## src/rtl/tpu_timer_mc_pkg.sv

```systemverilog
// tpu_timer_pkg: shared types and default sizing for the multi-channel TPU timer.
// Contents:
//   TPU_CNT_W / TPU_CYC_W / TPU_NUM_CH : default counter width, cycle-in-window width and
//                                        channel count
//   TPU_PRESCALE_W                     : width of the optional prescaler (TPU_PRESCALER_EN)
//   ch_cfg_t                           : per-channel configuration {cmp, en, oneshot, mask}
//   idx_width()                        : channel index width, never below 1 bit
package tpu_timer_pkg;

    localparam int unsigned TPU_CNT_W      = 16;
    localparam int unsigned TPU_CYC_W      = 9;
    localparam int unsigned TPU_NUM_CH     = 4;
    localparam int unsigned TPU_PRESCALE_W = 8;

    // cmp is sized by TPU_CNT_W; a top-level CNT_W override must change this constant too.
    typedef struct packed {
        logic [TPU_CNT_W-1:0] cmp;
        logic                 en;
        logic                 oneshot;
        logic                 mask;
    } ch_cfg_t;

    function automatic int unsigned idx_width(input int unsigned n);
        return (n > 1) ? $clog2(n) : 1;
    endfunction

endpackage

```

## src/rtl/tpu_timer_mc_if.sv

```systemverilog
// tpu_timer_mc_if: channel configuration / flag-clear bus of the multi-channel TPU timer.
// Signals:
//   cfg_wr      : config write strobe
//   cfg_idx     : target channel of cfg_wr
//   cfg_cmp     : compare value
//   cfg_en      : channel armed
//   cfg_oneshot : 1 = disarm after first match, 0 = periodic
//   cfg_mask    : 1 = flag contributes to tpu_int
//   flag_clr    : write-1-to-clear per-channel flags
// Modports: master (register block side, drives), slave (timer side, receives).
interface tpu_timer_mc_if
    import tpu_timer_pkg::*;
#(
    parameter int unsigned CNT_W  = TPU_CNT_W,
    parameter int unsigned NUM_CH = TPU_NUM_CH,
    parameter int unsigned IDX_W  = idx_width(NUM_CH)
);

    logic              cfg_wr;
    logic [IDX_W-1:0]  cfg_idx;
    logic [CNT_W-1:0]  cfg_cmp;
    logic              cfg_en;
    logic              cfg_oneshot;
    logic              cfg_mask;
    logic [NUM_CH-1:0] flag_clr;

    modport master (
        output cfg_wr, cfg_idx, cfg_cmp, cfg_en, cfg_oneshot, cfg_mask, flag_clr
    );

    modport slave (
        input cfg_wr, cfg_idx, cfg_cmp, cfg_en, cfg_oneshot, cfg_mask, flag_clr
    );

endinterface

```

## src/rtl/tpu_timer_mc_cmp_channel.sv

```systemverilog
// tpu_cmp_channel: one compare channel of the multi-channel TPU timer.
// Holds its configuration, armed state and sticky match flag.
// Ports:
//   sys_clock, reset : clock, synchronous active-high reset
//   counter          : registered timer count
//   wr, wr_cfg       : load new configuration (also clears the flag)
//   clr              : write-1-to-clear flag; loses against a simultaneous match
//   flag             : sticky match flag
//   armed            : channel currently armed
//   masked_flag      : flag & mask, feeds the interrupt OR
module tpu_cmp_channel
    import tpu_timer_pkg::*;
(
    input  logic                 sys_clock,
    input  logic                 reset,
    input  logic [TPU_CNT_W-1:0] counter,
    input  logic                 wr,
    input  ch_cfg_t              wr_cfg,
    input  logic                 clr,
    output logic                 flag,
    output logic                 armed,
    output logic                 masked_flag
);

    // cfg_q.en doubles as the armed state; a one-shot match clears it.
    ch_cfg_t cfg_q, cfg_d;
    logic    flag_q, flag_d;
    logic    match;

    assign match = cfg_q.en && (counter == cfg_q.cmp);

    always_comb begin
        cfg_d  = cfg_q;
        flag_d = flag_q;
        if (wr) begin
            // A match on the old configuration in the write cycle is dropped.
            cfg_d  = wr_cfg;
            flag_d = 1'b0;
        end else if (match) begin
            flag_d = 1'b1;
            if (cfg_q.oneshot) begin
                cfg_d.en = 1'b0;
            end
        end else if (clr) begin
            flag_d = 1'b0;
        end
    end

    always_ff @(posedge sys_clock) begin
        if (reset) begin
            cfg_q  <= '0;
            flag_q <= 1'b0;
        end else begin
            cfg_q  <= cfg_d;
            flag_q <= flag_d;
        end
    end

    assign flag        = flag_q;
    assign armed       = cfg_q.en;
    assign masked_flag = flag_q & cfg_q.mask;

endmodule

```

## src/rtl/tpu_timer_mc.sv

```systemverilog
// tpu_timer_mc: multi-channel TPU timer.
// Free-running counter split into window index (upper bits) and cycle-in-window (lower
// bits), NUM_CH compare channels with sticky flags, and a registered masked interrupt.
// Optional feature: define TPU_PRESCALER_EN to add prescale_div and an 8-bit prescaler.
// Ports:
//   sys_clock, reset : clock, synchronous active-high reset (overrides everything)
//   rsttpu           : synchronous counter clear, channel state untouched
//   cnt_en           : counter advance enable
//   cfg              : channel config / flag-clear bus (tpu_timer_mc_if.slave)
//   prescale_div     : advance once every prescale_div+1 enabled cycles (TPU_PRESCALER_EN)
//   counter          : current count; window_idx / cycle_idx are its upper / lower fields
//   window_start     : one-cycle pulse while a freshly loaded count has cycle_idx == 0
//   intflag, ch_armed: per-channel sticky flags and armed state
//   tpu_int          : registered OR of masked flags
module tpu_timer_mc
    import tpu_timer_pkg::*;
#(
    parameter int unsigned CNT_W  = TPU_CNT_W,
    parameter int unsigned CYC_W  = TPU_CYC_W,
    parameter int unsigned NUM_CH = TPU_NUM_CH
) (
    input  logic                    sys_clock,
    input  logic                    reset,
    input  logic                    rsttpu,
    input  logic                    cnt_en,
    tpu_timer_mc_if.slave           cfg,
`ifdef TPU_PRESCALER_EN
    input  logic [TPU_PRESCALE_W-1:0] prescale_div,
`endif
    output logic [CNT_W-1:0]        counter,
    output logic [CNT_W-CYC_W-1:0]  window_idx,
    output logic [CYC_W-1:0]        cycle_idx,
    output logic                    window_start,
    output logic [NUM_CH-1:0]       intflag,
    output logic [NUM_CH-1:0]       ch_armed,
    output logic                    tpu_int
);

    localparam int unsigned IDX_W = idx_width(NUM_CH);

    logic [CNT_W-1:0]  counter_q, counter_d;
    logic              window_start_q, window_start_d;
    logic              tpu_int_q;
    logic              advance;
    logic [NUM_CH-1:0] masked;
    ch_cfg_t           wr_cfg;

`ifdef TPU_PRESCALER_EN
    logic [TPU_PRESCALE_W-1:0] presc_q, presc_d;
    logic                      presc_hit;

    // >= rather than == so a divider lowered below the running count fires at once.
    assign presc_hit = (presc_q >= prescale_div);
    assign advance   = cnt_en && presc_hit;

    always_comb begin
        presc_d = presc_q;
        if (rsttpu) begin
            presc_d = '0;
        end else if (cnt_en) begin
            presc_d = presc_hit ? '0 : presc_q + 1'b1;
        end
    end

    always_ff @(posedge sys_clock) begin
        if (reset) begin
            presc_q <= '0;
        end else begin
            presc_q <= presc_d;
        end
    end
`else
    assign advance = cnt_en;
`endif

    always_comb begin
        counter_d = counter_q;
        if (rsttpu) begin
            counter_d = '0;
        end else if (advance) begin
            counter_d = counter_q + 1'b1;
        end
        // Only a real load counts; sitting at 0 out of reset does not pulse.
        window_start_d = (rsttpu || advance) && (counter_d[CYC_W-1:0] == '0);
    end

    always_ff @(posedge sys_clock) begin
        if (reset) begin
            counter_q      <= '0;
            window_start_q <= 1'b0;
            tpu_int_q      <= 1'b0;
        end else begin
            counter_q      <= counter_d;
            window_start_q <= window_start_d;
            tpu_int_q      <= |masked;
        end
    end

    assign wr_cfg.cmp     = cfg.cfg_cmp;
    assign wr_cfg.en      = cfg.cfg_en;
    assign wr_cfg.oneshot = cfg.cfg_oneshot;
    assign wr_cfg.mask    = cfg.cfg_mask;

    // Out-of-range cfg_idx matches no channel and is therefore ignored.
    for (genvar i = 0; i < NUM_CH; i++) begin : g_ch
        tpu_cmp_channel u_ch (
            .sys_clock   (sys_clock),
            .reset       (reset),
            .counter     (counter_q),
            .wr          (cfg.cfg_wr && (cfg.cfg_idx == IDX_W'(i))),
            .wr_cfg      (wr_cfg),
            .clr         (cfg.flag_clr[i]),
            .flag        (intflag[i]),
            .armed       (ch_armed[i]),
            .masked_flag (masked[i])
        );
    end

    assign counter      = counter_q;
    assign window_idx   = counter_q[CNT_W-1:CYC_W];
    assign cycle_idx    = counter_q[CYC_W-1:0];
    assign window_start = window_start_q;
    assign tpu_int      = tpu_int_q;

endmodule

```

## src/flat_wrapper.sv

```systemverilog
// flat-port wrapper written by rule: the top's interface ports become plain ports
module tpu_timer_mc_flat import tpu_timer_pkg::*;
#(
    parameter int unsigned CNT_W  = TPU_CNT_W,
    parameter int unsigned CYC_W  = TPU_CYC_W,
    parameter int unsigned NUM_CH = TPU_NUM_CH
)
  (sys_clock, reset, rsttpu, cnt_en, counter, window_idx, cycle_idx, window_start, intflag, ch_armed, tpu_int, cfg_cfg_wr, cfg_cfg_idx, cfg_cfg_cmp, cfg_cfg_en, cfg_cfg_oneshot, cfg_cfg_mask, cfg_flag_clr);
  tpu_timer_mc_if #(.CNT_W(CNT_W), .NUM_CH(NUM_CH)) cfg_i ();
  input  logic sys_clock;
  input  logic reset;
  input  logic rsttpu;
  input  logic cnt_en;
  output logic [CNT_W-1:0] counter;
  output logic [CNT_W-CYC_W-1:0] window_idx;
  output logic [CYC_W-1:0] cycle_idx;
  output logic window_start;
  output logic [NUM_CH-1:0] intflag;
  output logic [NUM_CH-1:0] ch_armed;
  output logic tpu_int;
  input wire logic [$bits(cfg_i.cfg_wr)-1:0] cfg_cfg_wr;
  input wire logic [$bits(cfg_i.cfg_idx)-1:0] cfg_cfg_idx;
  input wire logic [$bits(cfg_i.cfg_cmp)-1:0] cfg_cfg_cmp;
  input wire logic [$bits(cfg_i.cfg_en)-1:0] cfg_cfg_en;
  input wire logic [$bits(cfg_i.cfg_oneshot)-1:0] cfg_cfg_oneshot;
  input wire logic [$bits(cfg_i.cfg_mask)-1:0] cfg_cfg_mask;
  input wire logic [$bits(cfg_i.flag_clr)-1:0] cfg_flag_clr;
  assign cfg_i.cfg_wr = cfg_cfg_wr;
  assign cfg_i.cfg_idx = cfg_cfg_idx;
  assign cfg_i.cfg_cmp = cfg_cfg_cmp;
  assign cfg_i.cfg_en = cfg_cfg_en;
  assign cfg_i.cfg_oneshot = cfg_cfg_oneshot;
  assign cfg_i.cfg_mask = cfg_cfg_mask;
  assign cfg_i.flag_clr = cfg_flag_clr;
  tpu_timer_mc #(.CNT_W(CNT_W), .CYC_W(CYC_W), .NUM_CH(NUM_CH)) u_core (.sys_clock(sys_clock), .reset(reset), .rsttpu(rsttpu), .cnt_en(cnt_en), .cfg(cfg_i), .counter(counter), .window_idx(window_idx), .cycle_idx(cycle_idx), .window_start(window_start), .intflag(intflag), .ch_armed(ch_armed), .tpu_int(tpu_int));
endmodule
```

## config.mk

```make
export PLATFORM = sky130hd
export DESIGN_NAME = tpu_timer_mc_flat
export DESIGN_NICKNAME = d
export VERILOG_FILES = /design/src/rtl/tpu_timer_mc_pkg.sv /design/src/rtl/tpu_timer_mc_if.sv /design/src/rtl/tpu_timer_mc_cmp_channel.sv /design/src/rtl/tpu_timer_mc.sv /design/src/flat_wrapper.sv
export SDC_FILE = /design/constraint.sdc
export NUM_CORES = 1
export LEC_CHECK = 0
export ABC_AREA = 1
export CORE_ASPECT_RATIO = 0.5
export CORE_MARGIN = 2
export CORE_UTILIZATION = 55
export DETAILED_ROUTE_END_ITERATION = 7
export HOLD_SLACK_MARGIN = 0.12
export PLACE_DENSITY = 0.81
export SYNTH_ARGS = -nofsm -noshare
export SYNTH_HDL_FRONTEND = slang
export SYNTH_SLANG_ARGS = --single-unit
export TNS_END_PERCENT = 30
```

## constraint.sdc

```tcl
create_clock -name sys_clock -period 3.4 [get_ports sys_clock]
set_clock_uncertainty 0.2 [all_clocks]
set_input_delay 0.34 -clock sys_clock [delete_from_list [all_inputs] [get_ports sys_clock]]
set_output_delay 0.34 -clock sys_clock [all_outputs]
set_load 0.02 [all_outputs]
```

==> results of run 1 <==
==> cell type report <==
cell class	count	area, µm²
Fill cell	752	2890
Multi-Input combinational cell	463	2230
Sequential cell	98	1960
Timing Repair Buffer	77	756
Inverter	77	290
Clock buffer	10	239
Tap cell	117	146
Clock inverter	5	103
==> layer usage <==
metal  routed length (µm)  up-vias
met4                  178        0
met5                    0        -
li1                     -     2268
met2                 5590      196
met1                 6350     2148
met3                 1240       18
==> logic make-up (layout without fill, tap and decap cells) <==
group,after synthesis,after routing,synth area share [%]
simple gates,285,285,25.3
buf+inv,133,169,13.1
compound gates,158,158,17.1
flops,98,98,40.7
xor+xnor,19,19,3.60
fa+ha+maj,1,1,0.259
==> Yosys cell counts <==
| library cell | number | area [µm²] |
|---|---|---|
| a21boi_0 | 2 | 15.0 |
| a21oi_1 | 62 | 310 |
| a21oi_2 | 1 | 8.76 |
| a31oi_1 | 1 | 6.26 |
| a41oi_1 | 1 | 8.76 |
| buf_2 | 5 | 25.0 |
| buf_4 | 27 | 203 |
| buf_6 | 3 | 33.8 |
| clkbuf_1 | 20 | 75.1 |
| clkbuf_2 | 1 | 5.00 |
| clkinv_1 | 1 | 3.75 |
| clkinv_2 | 1 | 5.00 |
| dfxtp_1 | 98 | 1960 |
| ha_1 | 1 | 12.5 |
| inv_1 | 70 | 263 |
| inv_2 | 5 | 18.8 |
| nand2_1 | 135 | 507 |
| nand2_2 | 4 | 25.0 |
| nand2_4 | 1 | 11.3 |
| nand3_1 | 17 | 85.1 |
| nand3_2 | 1 | 10.0 |
| nand3b_1 | 3 | 22.5 |
| nand4_1 | 11 | 68.8 |
| nand4_2 | 1 | 12.5 |
| nor2_1 | 98 | 368 |
| nor2_4 | 2 | 22.5 |
| nor3_1 | 8 | 40.0 |
| nor3_2 | 3 | 30.0 |
| nor3_4 | 1 | 16.3 |
| o211ai_1 | 4 | 30.0 |
| o21ai_0 | 82 | 410 |
| o221ai_1 | 2 | 17.5 |
| o22ai_1 | 3 | 18.8 |
| xnor2_1 | 10 | 87.6 |
| xor2_1 | 8 | 70.1 |
| xor2_2 | 1 | 16.3 |
==> critical path: cells and delay by family <==
kind	cells	cell delay, ps
buffers and inverters	3	1250
AND/OR/NAND/NOR	1	540
AO/OA/AOI/OAI	2	240
==> report_power, final <==
| group | total [W] | internal, W | switching, W |
|---|---|---|---|
| Clock | 0.00117 | 0.000734 | 0.000438 |
| Sequential | 0.00123 | 0.00120 | 0.0000307 |
| Combinational | 0.000269 | 0.000108 | 0.000161 |
| Total | 0.00267 | 0.00204 | 0.000629 |
==> per-stage QoR <==
step / total power (W) / worst slack (ps) / std cells
after floorplan: 0.00141 / 1700 / 694
after global routing: 0.00275 / 881 / 847
after detailed placement: 0.00151 / 704 / 832
after CTS: 0.00266 / 1060 / 847
final: 0.00267 / 1060 / 847
after global placement: 0.00151 / 833 / 832
==> flip-flops by register name (all words and copies together) (netlist names) <==
register,cells
u_core.tpu_int,1
u_core.counter,16
u_core.window_start,1
u_core.g_ch.u_ch.armed,4
u_core.g_ch.u_ch.flag,4
u_core.g_ch.u_ch.cfg_q,72
==> cells in the final DEF, fill, tap and decap left out, drive strengths merged, types with 2 or more instances in the layout <==
cell and instances:
clkbuf 10, clkinv 3, clkdlybuf4s50 71, xnor2 10, a21boi 2, bufinv 3, nand3 18, buf 6
a21oi 63, nand3b 3, nand2 140, xor2 9, o21ai 82, nor3 12, nor2 100, o22ai 3
dfxtp 98, o211ai 4, o221ai 2, inv 75, nand4 12
==> worst min-delay path by stage <==
stage	slack (ps)	endpoint	from
detailed placement	260	u_core.g_ch[3].u_ch.cfg_q[11]$_SDFFE_PP0P_	u_core.g_ch[3].u_ch.cfg_q[11]$_SDFFE_PP0P_
global route	280	u_core.g_ch[3].u_ch.cfg_q[8]$_SDFFE_PP0P_	u_core.g_ch[3].u_ch.cfg_q[8]$_SDFFE_PP0P_
finish	270	u_core.g_ch[3].u_ch.cfg_q[0]$_SDFFE_PP0P_	u_core.g_ch[3].u_ch.cfg_q[0]$_SDFFE_PP0P_
floorplan	240	u_core.g_ch[2].u_ch.cfg_q[3]$_SDFFE_PP0P_	u_core.g_ch[2].u_ch.cfg_q[3]$_SDFFE_PP0P_
CTS	270	u_core.g_ch[3].u_ch.cfg_q[11]$_SDFFE_PP0P_	u_core.g_ch[3].u_ch.cfg_q[11]$_SDFFE_PP0P_
global placement	250	u_core.g_ch[2].u_ch.cfg_q[3]$_SDFFE_PP0P_	u_core.g_ch[2].u_ch.cfg_q[3]$_SDFFE_PP0P_
==> reports/summary.txt, run 1 <==
Status - finished clean
Placement Cell Area - 5390 µm²
Wirelength per Cell - 15.8 µm
LEAKAGE - 2.26 nW
Slowest cell on crit path - clkdlybuf4s50_1
Post CTS Setup Buffer Count - 0
GR Util met3 - 6.75%
Clk_lat worst skew - 350 ps
Nets - 757
CP endpoint kind - flip-flop
Design area - 5730 µm²
Max Transition Viols Final - 0
#FFs+latches synth - 98
Clock Root Buffer - clkbuf_16
MaxCap Viol Count - 0
Finished Core Util - 66.4%
Met1 Use GR - 41.9%
Most Crowded Layer GR - met2
Reg-to-Reg Start - u_core.counter[1]$_SDFF_PP0_
Fmax - 428 MHz
Clock Sinks - 98
Critical path's largest stage delay - 570 ps
R2r endpoint - u_core.g_ch[0].u_ch.armed$_SDFFE_PP0P_
Power Dens Cells - 466 nW/µm²
Reg clk slew, reported paths - 70 ps
Post-synthesis net count - 725
Initial core utilization - 56.0%
Worst EP required - 3440 ps
CTS H-tree lvls - 3
Synth Instances - 694
WHS Path Cells - 2
CP Launch Type - input pin
Final critical path time including I/O delays and setup - 2340 ps
Congestion Overflow GR - 0
Vias per cell - 5.47
DR pass1 iterations - 5
Setup TNS - 0 ps
Crit-path max FO - 16
Crit-path cells - clkdlybuf4s50_1 > nor2_1 > inv_1 > buf_4 > o21ai_0 > a21oi_1
IO Count - 72
Inserted Diodes - 0
CTS buffer count - 9
Reg-to-reg setup timing slack - 1340 ps
Worst slew pin tran - 648 ps
Maximum vdd drop - 0.260 mV
First-pass GRT wire length - 21.0 mm
PortBufs - 71
Final HPWL DP - 9.56 mm
Post-CTS resize count - 0
Met2 GRT Util - 42.8%
Fin crit share - 68.8%
Die height - 70.2 µm
HP Class - flip-flop to flip-flop
Hold Buf Count CTS - 0
Post-Syn Area - 4820 µm²
Critical path origin - cfg_cfg_idx[0]
Layout cell share with drive strength beyond 1 - 5.75%
Starting DRT DRC Count - 413
Vias - 4630
Die Area - 9580 µm²
Largest net degree at the start of global routing - 73
CP endpoint - u_core.g_ch[2].u_ch.cfg_q[14]$_SDFFE_PP0P_
Die width - 136 µm
Setup Viol. Count Final - 0
Total track usage - 28.8%
CP Data Arrival Time - 2380 ps
Area grow syn2layout - 18.7%
Number of antenna violations at the first check in global routing - 1
Gpl congestion - 0.921
Register-to-Register Path Depth - 9
CTS tree - yes
Yosys warns - 0
Via count of the first global-routing pass - 4190
Clock buffer depth - 2
Worst slew margin - 56.8%
Yosys cell types - 36
Rows - 24
DRT antenna net count - 0
RSZ-0062 raised after global routing - false
Core Region - 8620 µm²
Syn_area_per_cell - 6.95 µm²
Fin Hold WS - 267 ps
Sequential-to-total area share from yosys stat - 40.7%
# DRC - 0
Post-Route WL - 13.4 mm
Fin. Hold Viols - 0
Crit Path Category - input pin to flip-flop
No activity file was read; power rests on OpenSTA's default activity.
==> inputs of run 2 (changes only) <==
--- a/config.mk
+++ b/config.mk
@@ -8,10 +8,10 @@
 export ABC_AREA = 1
 export CORE_ASPECT_RATIO = 0.5
 export CORE_MARGIN = 2
-export CORE_UTILIZATION = 55
+export CORE_UTILIZATION = 54
 export DETAILED_ROUTE_END_ITERATION = 7
 export HOLD_SLACK_MARGIN = 0.12
-export PLACE_DENSITY = 0.81
+export PLACE_DENSITY = 0.8
 export SYNTH_ARGS = -nofsm -noshare
 export SYNTH_HDL_FRONTEND = slang
 export SYNTH_SLANG_ARGS = --single-unit
==> constraint.sdc (replaced) <==
create_clock -name sys_clock -period 2.25 [get_ports sys_clock]
set_clock_uncertainty 0.2 [all_clocks]
set_input_delay 0.225 -clock sys_clock [delete_from_list [all_inputs] [get_ports sys_clock]]
set_output_delay 0.225 -clock sys_clock [all_outputs]
set_load 0.02 [all_outputs]
==> reports/summary.txt, run 2 (synthesized netlist as in run 1, its figures left out) <==
CP top delay family - buffers and inverters
HP Class - flip-flop to flip-flop
Max Transition Viols Final - 0
Worst slew margin - 60.4%
Reg clk slew, reported paths - 60 ps
Vias - 4656
PortBufs - 71
Net Sw Power - 0.000937 W
CP Data Arrival Time - 1690 ps
Post CTS Setup Buffer Count - 0
Setup TNS - 0 ps
CTS buffer count - 9
Wirelength per Cell - 15.7 µm
Die height - 70.8 µm
Rows - 24
Initial core utilization - 55.6%
IO Count - 72
Slowest cell on crit path - clkdlybuf4s50_1
Max FFs per register - 72
Post-Route WL - 13.5 mm
Crit-path max FO - 11
Die Area - 9750 µm²
Post-CTS resize count - 0
Worst EP required - 1820 ps
Number of antenna violations at the first check in global routing - 0
CTS tree - yes
Critical path's largest stage delay - 700 ps
Inserted Diodes - 0
Final critical path time including I/O delays and setup - 2110 ps
Area grow syn2layout - 19.0%
Worst slew pin tran - 593 ps
Crit path buf inv count - 1
Commonest non-fill, non-tap cell in the layout - nand2_1
Comb pwr share - 11.3%
Fin crit share - 94.0%
Final HPWL DP - 9.95 mm
Clock Sinks - 98
Clk_lat worst skew - 350 ps
Clock Root Buffer - clkbuf_16
Vias per cell - 5.43
RSZ-0062 raised after global routing - false
Starting DRT DRC Count - 502
Crit-path cells - clkdlybuf4s50_1
Core Region - 8680 µm²
CTS H-tree lvls - 3
Hold Buf Count CTS - 0
Crit Path Category - flip-flop to primary output
Nets - 766
Reg with most FFs - u_core.g_ch.u_ch.cfg_q
DR pass1 iterations - 5
Switching portion of total power - 25.4%
CP Launch Type - flip-flop
First-pass GRT wire length - 21.6 mm
Total track usage - 29.3%
Power Dens Cells - 643 nW/µm²
LEAKAGE - 2.29 nW
Status - finished clean
CP endpoint kind - primary output
Via count of the first global-routing pass - 4233
Most frequent cells in the layout - nand2_1 (135), nor2_1 (98), dfxtp_1 (98)
Fmax - 473 MHz
Fin. Hold Viols - 0
# DRC - 0
Largest net degree at the start of global routing - 41
Fin Hold WS - 272 ps
Clock buffer depth - 2
Clock power frac - 38.5%
Congestion Overflow GR - 0
Sequential Power Share - 50.2%
DRT antenna net count - 0
Internal - 0.00275 W
Setup Viol. Count Final - 0
MaxCap Viol Count - 0
Layout cell share with drive strength beyond 1 - 6.62%
Die width - 138 µm
Maximum vdd drop - 0.416 mV
Gpl congestion - 0.946
## run 2: worst paths after layout
check | start | endpoint | slack (ps) | depth (start not counted)
max | u_core.counter[0]$_SDFF_PP0_ | cycle_idx[0] | 140 | 1
min | u_core.g_ch[1].u_ch.cfg_q[13]$_SDFFE_PP0P_ | u_core.g_ch[1].u_ch.cfg_q[13]$_SDFFE_PP0P_ | 270 | 2
max reg2reg | u_core.counter[0]$_SDFF_PP0_ | u_core.window_start$_SDFF_PP0_ | 260 | 8
min reg2reg | u_core.g_ch[1].u_ch.cfg_q[13]$_SDFFE_PP0P_ | u_core.g_ch[1].u_ch.cfg_q[13]$_SDFFE_PP0P_ | 270 | 2
## run 2: per-layer routing
layer  wire (µm)  global-route usage [%]  vias up
met5           0                       0        -
met4         205                    8.36        0
met3        1410                    8.46       17
met2        5580                    42.6      222
met1        6270                    42.4     2138
li1            -                       -     2279
## run 2: final cells by class
| type | count | area [µm²] |
|---|---|---|
| repair buffers | 86 | 848 |
| clock buffers | 13 | 250 |
| fillers | 776 | 2940 |
| clock inverters | 3 | 15.0 |
| flip-flops and latches | 98 | 1960 |
| well taps | 117 | 146 |
| inverters | 77 | 290 |
| multi-input cells | 463 | 2230 |
## run 2: power groups by stage
stage / clock network, W / logic [W] / registers [W]
after detailed placement: 0 / 0.000408 / 0.00189
after floorplan: 0 / 0.000251 / 0.00188
after global placement: 0 / 0.000402 / 0.00189
final: 0.00142 / 0.000418 / 0.00185
after global routing: 0.00149 / 0.000466 / 0.00186
after CTS: 0.00143 / 0.000410 / 0.00185
## run 2: through the flow
stage	cells	instance area, µm²	utilization (%)	total power, W	setup slack, ps
final	857	5740	66.2	0.00369	136
after global routing	857	5740	66.2	0.00382	57.1
after CTS	857	5740	66.2	0.00369	143
after detailed placement	841	5480	63.1	0.00230	307
after global placement	841	5480	63.1	0.00229	323
after floorplan	694	4820	-	0.00213	551
==> inputs of run 3 (changes only) <==
--- a/config.mk
+++ b/config.mk
@@ -7,7 +7,7 @@
 export LEC_CHECK = 0
 export ABC_AREA = 1
 export CORE_ASPECT_RATIO = 0.5
-export CORE_MARGIN = 2
+export CORE_MARGIN = 4
 export CORE_UTILIZATION = 54
 export DETAILED_ROUTE_END_ITERATION = 7
 export HOLD_SLACK_MARGIN = 0.12
==> reports/summary.txt, run 3 (synthesized netlist as in run 1, its figures left out) <==
Fin crit share - 93.9%
Die width - 142 µm
Starting DRT DRC Count - 534
Initial core utilization - 55.4%
Crit Path Category - flip-flop to primary output
CP endpoint - counter[0]
Maximum vdd drop - 0.446 mV
Finished Core Util - 66.6%
Rows - 24
Met1 WL - 6.16 mm
Nets - 767
DRT antenna net count - 0
RSZ-0062 raised after global routing - false
Post-Route WL - 13.6 mm
Commonest non-fill, non-tap cell in the layout - nand2_1
Crit path buf inv count - 1
Worst slew pin tran - 614 ps
PortBufs - 71
Setup TNS - 0 ps
Reg-to-reg setup timing slack - 250 ps
CP endpoint kind - primary output
Largest net degree at the start of global routing - 55
Power Dens Cells - 663 nW/µm²
Fillers - 756
Inserted Diodes - 0
Total track usage - 26.2%
Reg-to-Reg Start - u_core.counter[0]$_SDFF_PP0_
Gpl congestion - 0.921
CP Data Arrival Time - 1690 ps
Hold Buf Count CTS - 0
IO Count - 72
Register-to-Register Path Depth - 8
Crit-path max FO - 11
Most frequent cells in the layout - nand2_1 (135), nor2_1 (98), dfxtp_1 (98)
Worst slew margin - 59.0%
Critical path's largest stage delay - 700 ps
Clock Root Buffer - clkbuf_16
CP Launch Type - flip-flop
Setup Viol. Count Final - 0
Met2 WL - 5.83 mm
Fin. Hold Viols - 0
Wirelength per Cell - 15.8 µm
# DRC - 0
Worst EP required - 1820 ps
Post-CTS resize count - 0
CTS tree - yes
Post CTS Setup Buffer Count - 0
Fmax - 473 MHz
Reg with most FFs - u_core.g_ch.u_ch.cfg_q
Final HPWL DP - 9.88 mm
Area grow syn2layout - 20.3%
Clock buffer depth - 2
Max FFs per register - 72
MaxCap Viol Count - 0
CTS buffer count - 9
Vias per cell - 5.40
Number of antenna violations at the first check in global routing - 0
Status - finished clean
Core Region - 8710 µm²
R2r endpoint - u_core.window_start$_SDFF_PP0_
Via count of the first global-routing pass - 4240
Layout cell share with drive strength beyond 1 - 7.15%
Vias - 4630
HP Class - flip-flop to flip-flop
Fin Hold WS - 264 ps
Max Transition Viols Final - 0
Critical path origin - u_core.counter[0]$_SDFF_PP0_
Slowest cell on crit path - clkdlybuf4s50_1
Congestion Overflow GR - 0
LEAKAGE - 2.32 nW
WL met3 - 1.40 mm
Die height - 74.8 µm
CP top delay family - buffers and inverters
DR pass1 iterations - 5
First-pass GRT wire length - 21.4 mm
Final critical path time including I/O delays and setup - 2110 ps
Reg clk slew, reported paths - 70 ps
Clk_lat worst skew - 350 ps
Max Used Layer - met4
Crit-path cells - clkdlybuf4s50_1
Critical path depth in cells - 1
Clock Sinks - 98
Die Area - 10600 µm²
CTS H-tree lvls - 3
run 3: metal layers:
| metal | GRT usage, % | vias up |
|---|---|---|
| li1 | - | 2276 |
| met1 | 36.9 | 2137 |
| met2 | 41.1 | 196 |
| met3 | 5.33 | 21 |
| met4 | 7.87 | 0 |
| met5 | 0 | - |
run 3: cell type report:
class | instances | area [µm²] | share of cell area, %
repair buffers | 87 | 868 | 15.0
clock inverters | 5 | 52.6 | 0.906
well taps | 117 | 146 | 2.52
clock buffers | 11 | 253 | 4.36
inverters | 77 | 290 | 5.00
multi-input cells | 463 | 2230 | 38.4
flip-flops and latches | 98 | 1960 | 33.8
run 3: worst min-delay path by stage:
stage	from	end	slack (ps)	depth (start not counted)
floorplan	cfg_cfg_cmp[12]	u_core.g_ch[2].u_ch.cfg_q[15]$_SDFFE_PP0P_	160	2
global placement	u_core.g_ch[2].u_ch.cfg_q[3]$_SDFFE_PP0P_	u_core.g_ch[2].u_ch.cfg_q[3]$_SDFFE_PP0P_	250	2
detailed placement	u_core.g_ch[1].u_ch.cfg_q[5]$_SDFFE_PP0P_	u_core.g_ch[1].u_ch.cfg_q[5]$_SDFFE_PP0P_	260	2
CTS	u_core.g_ch[1].u_ch.cfg_q[5]$_SDFFE_PP0P_	u_core.g_ch[1].u_ch.cfg_q[5]$_SDFFE_PP0P_	270	2
global route	u_core.g_ch[1].u_ch.cfg_q[5]$_SDFFE_PP0P_	u_core.g_ch[1].u_ch.cfg_q[5]$_SDFFE_PP0P_	280	2
finish	u_core.g_ch[2].u_ch.cfg_q[3]$_SDFFE_PP0P_	u_core.g_ch[2].u_ch.cfg_q[3]$_SDFFE_PP0P_	260	2
run 3: where the power goes:
group	internal, W	switching (W)
clock network	0.000917	0.000656
logic	0.000174	0.000246
registers	0.00181	0.0000454
total	0.00290	0.000948
run 3: per-stage QoR:
step                      setup slack [ps]  instance area, µm²  cells  total power, W
after CTS                              149                5800    858         0.00385
after global routing                  36.4                5800    858         0.00397
after global placement                 287                5500    842         0.00229
after floorplan                        551                4820    694         0.00213
after detailed placement               321                5500    842         0.00230
final                                  138                5800    858         0.00385
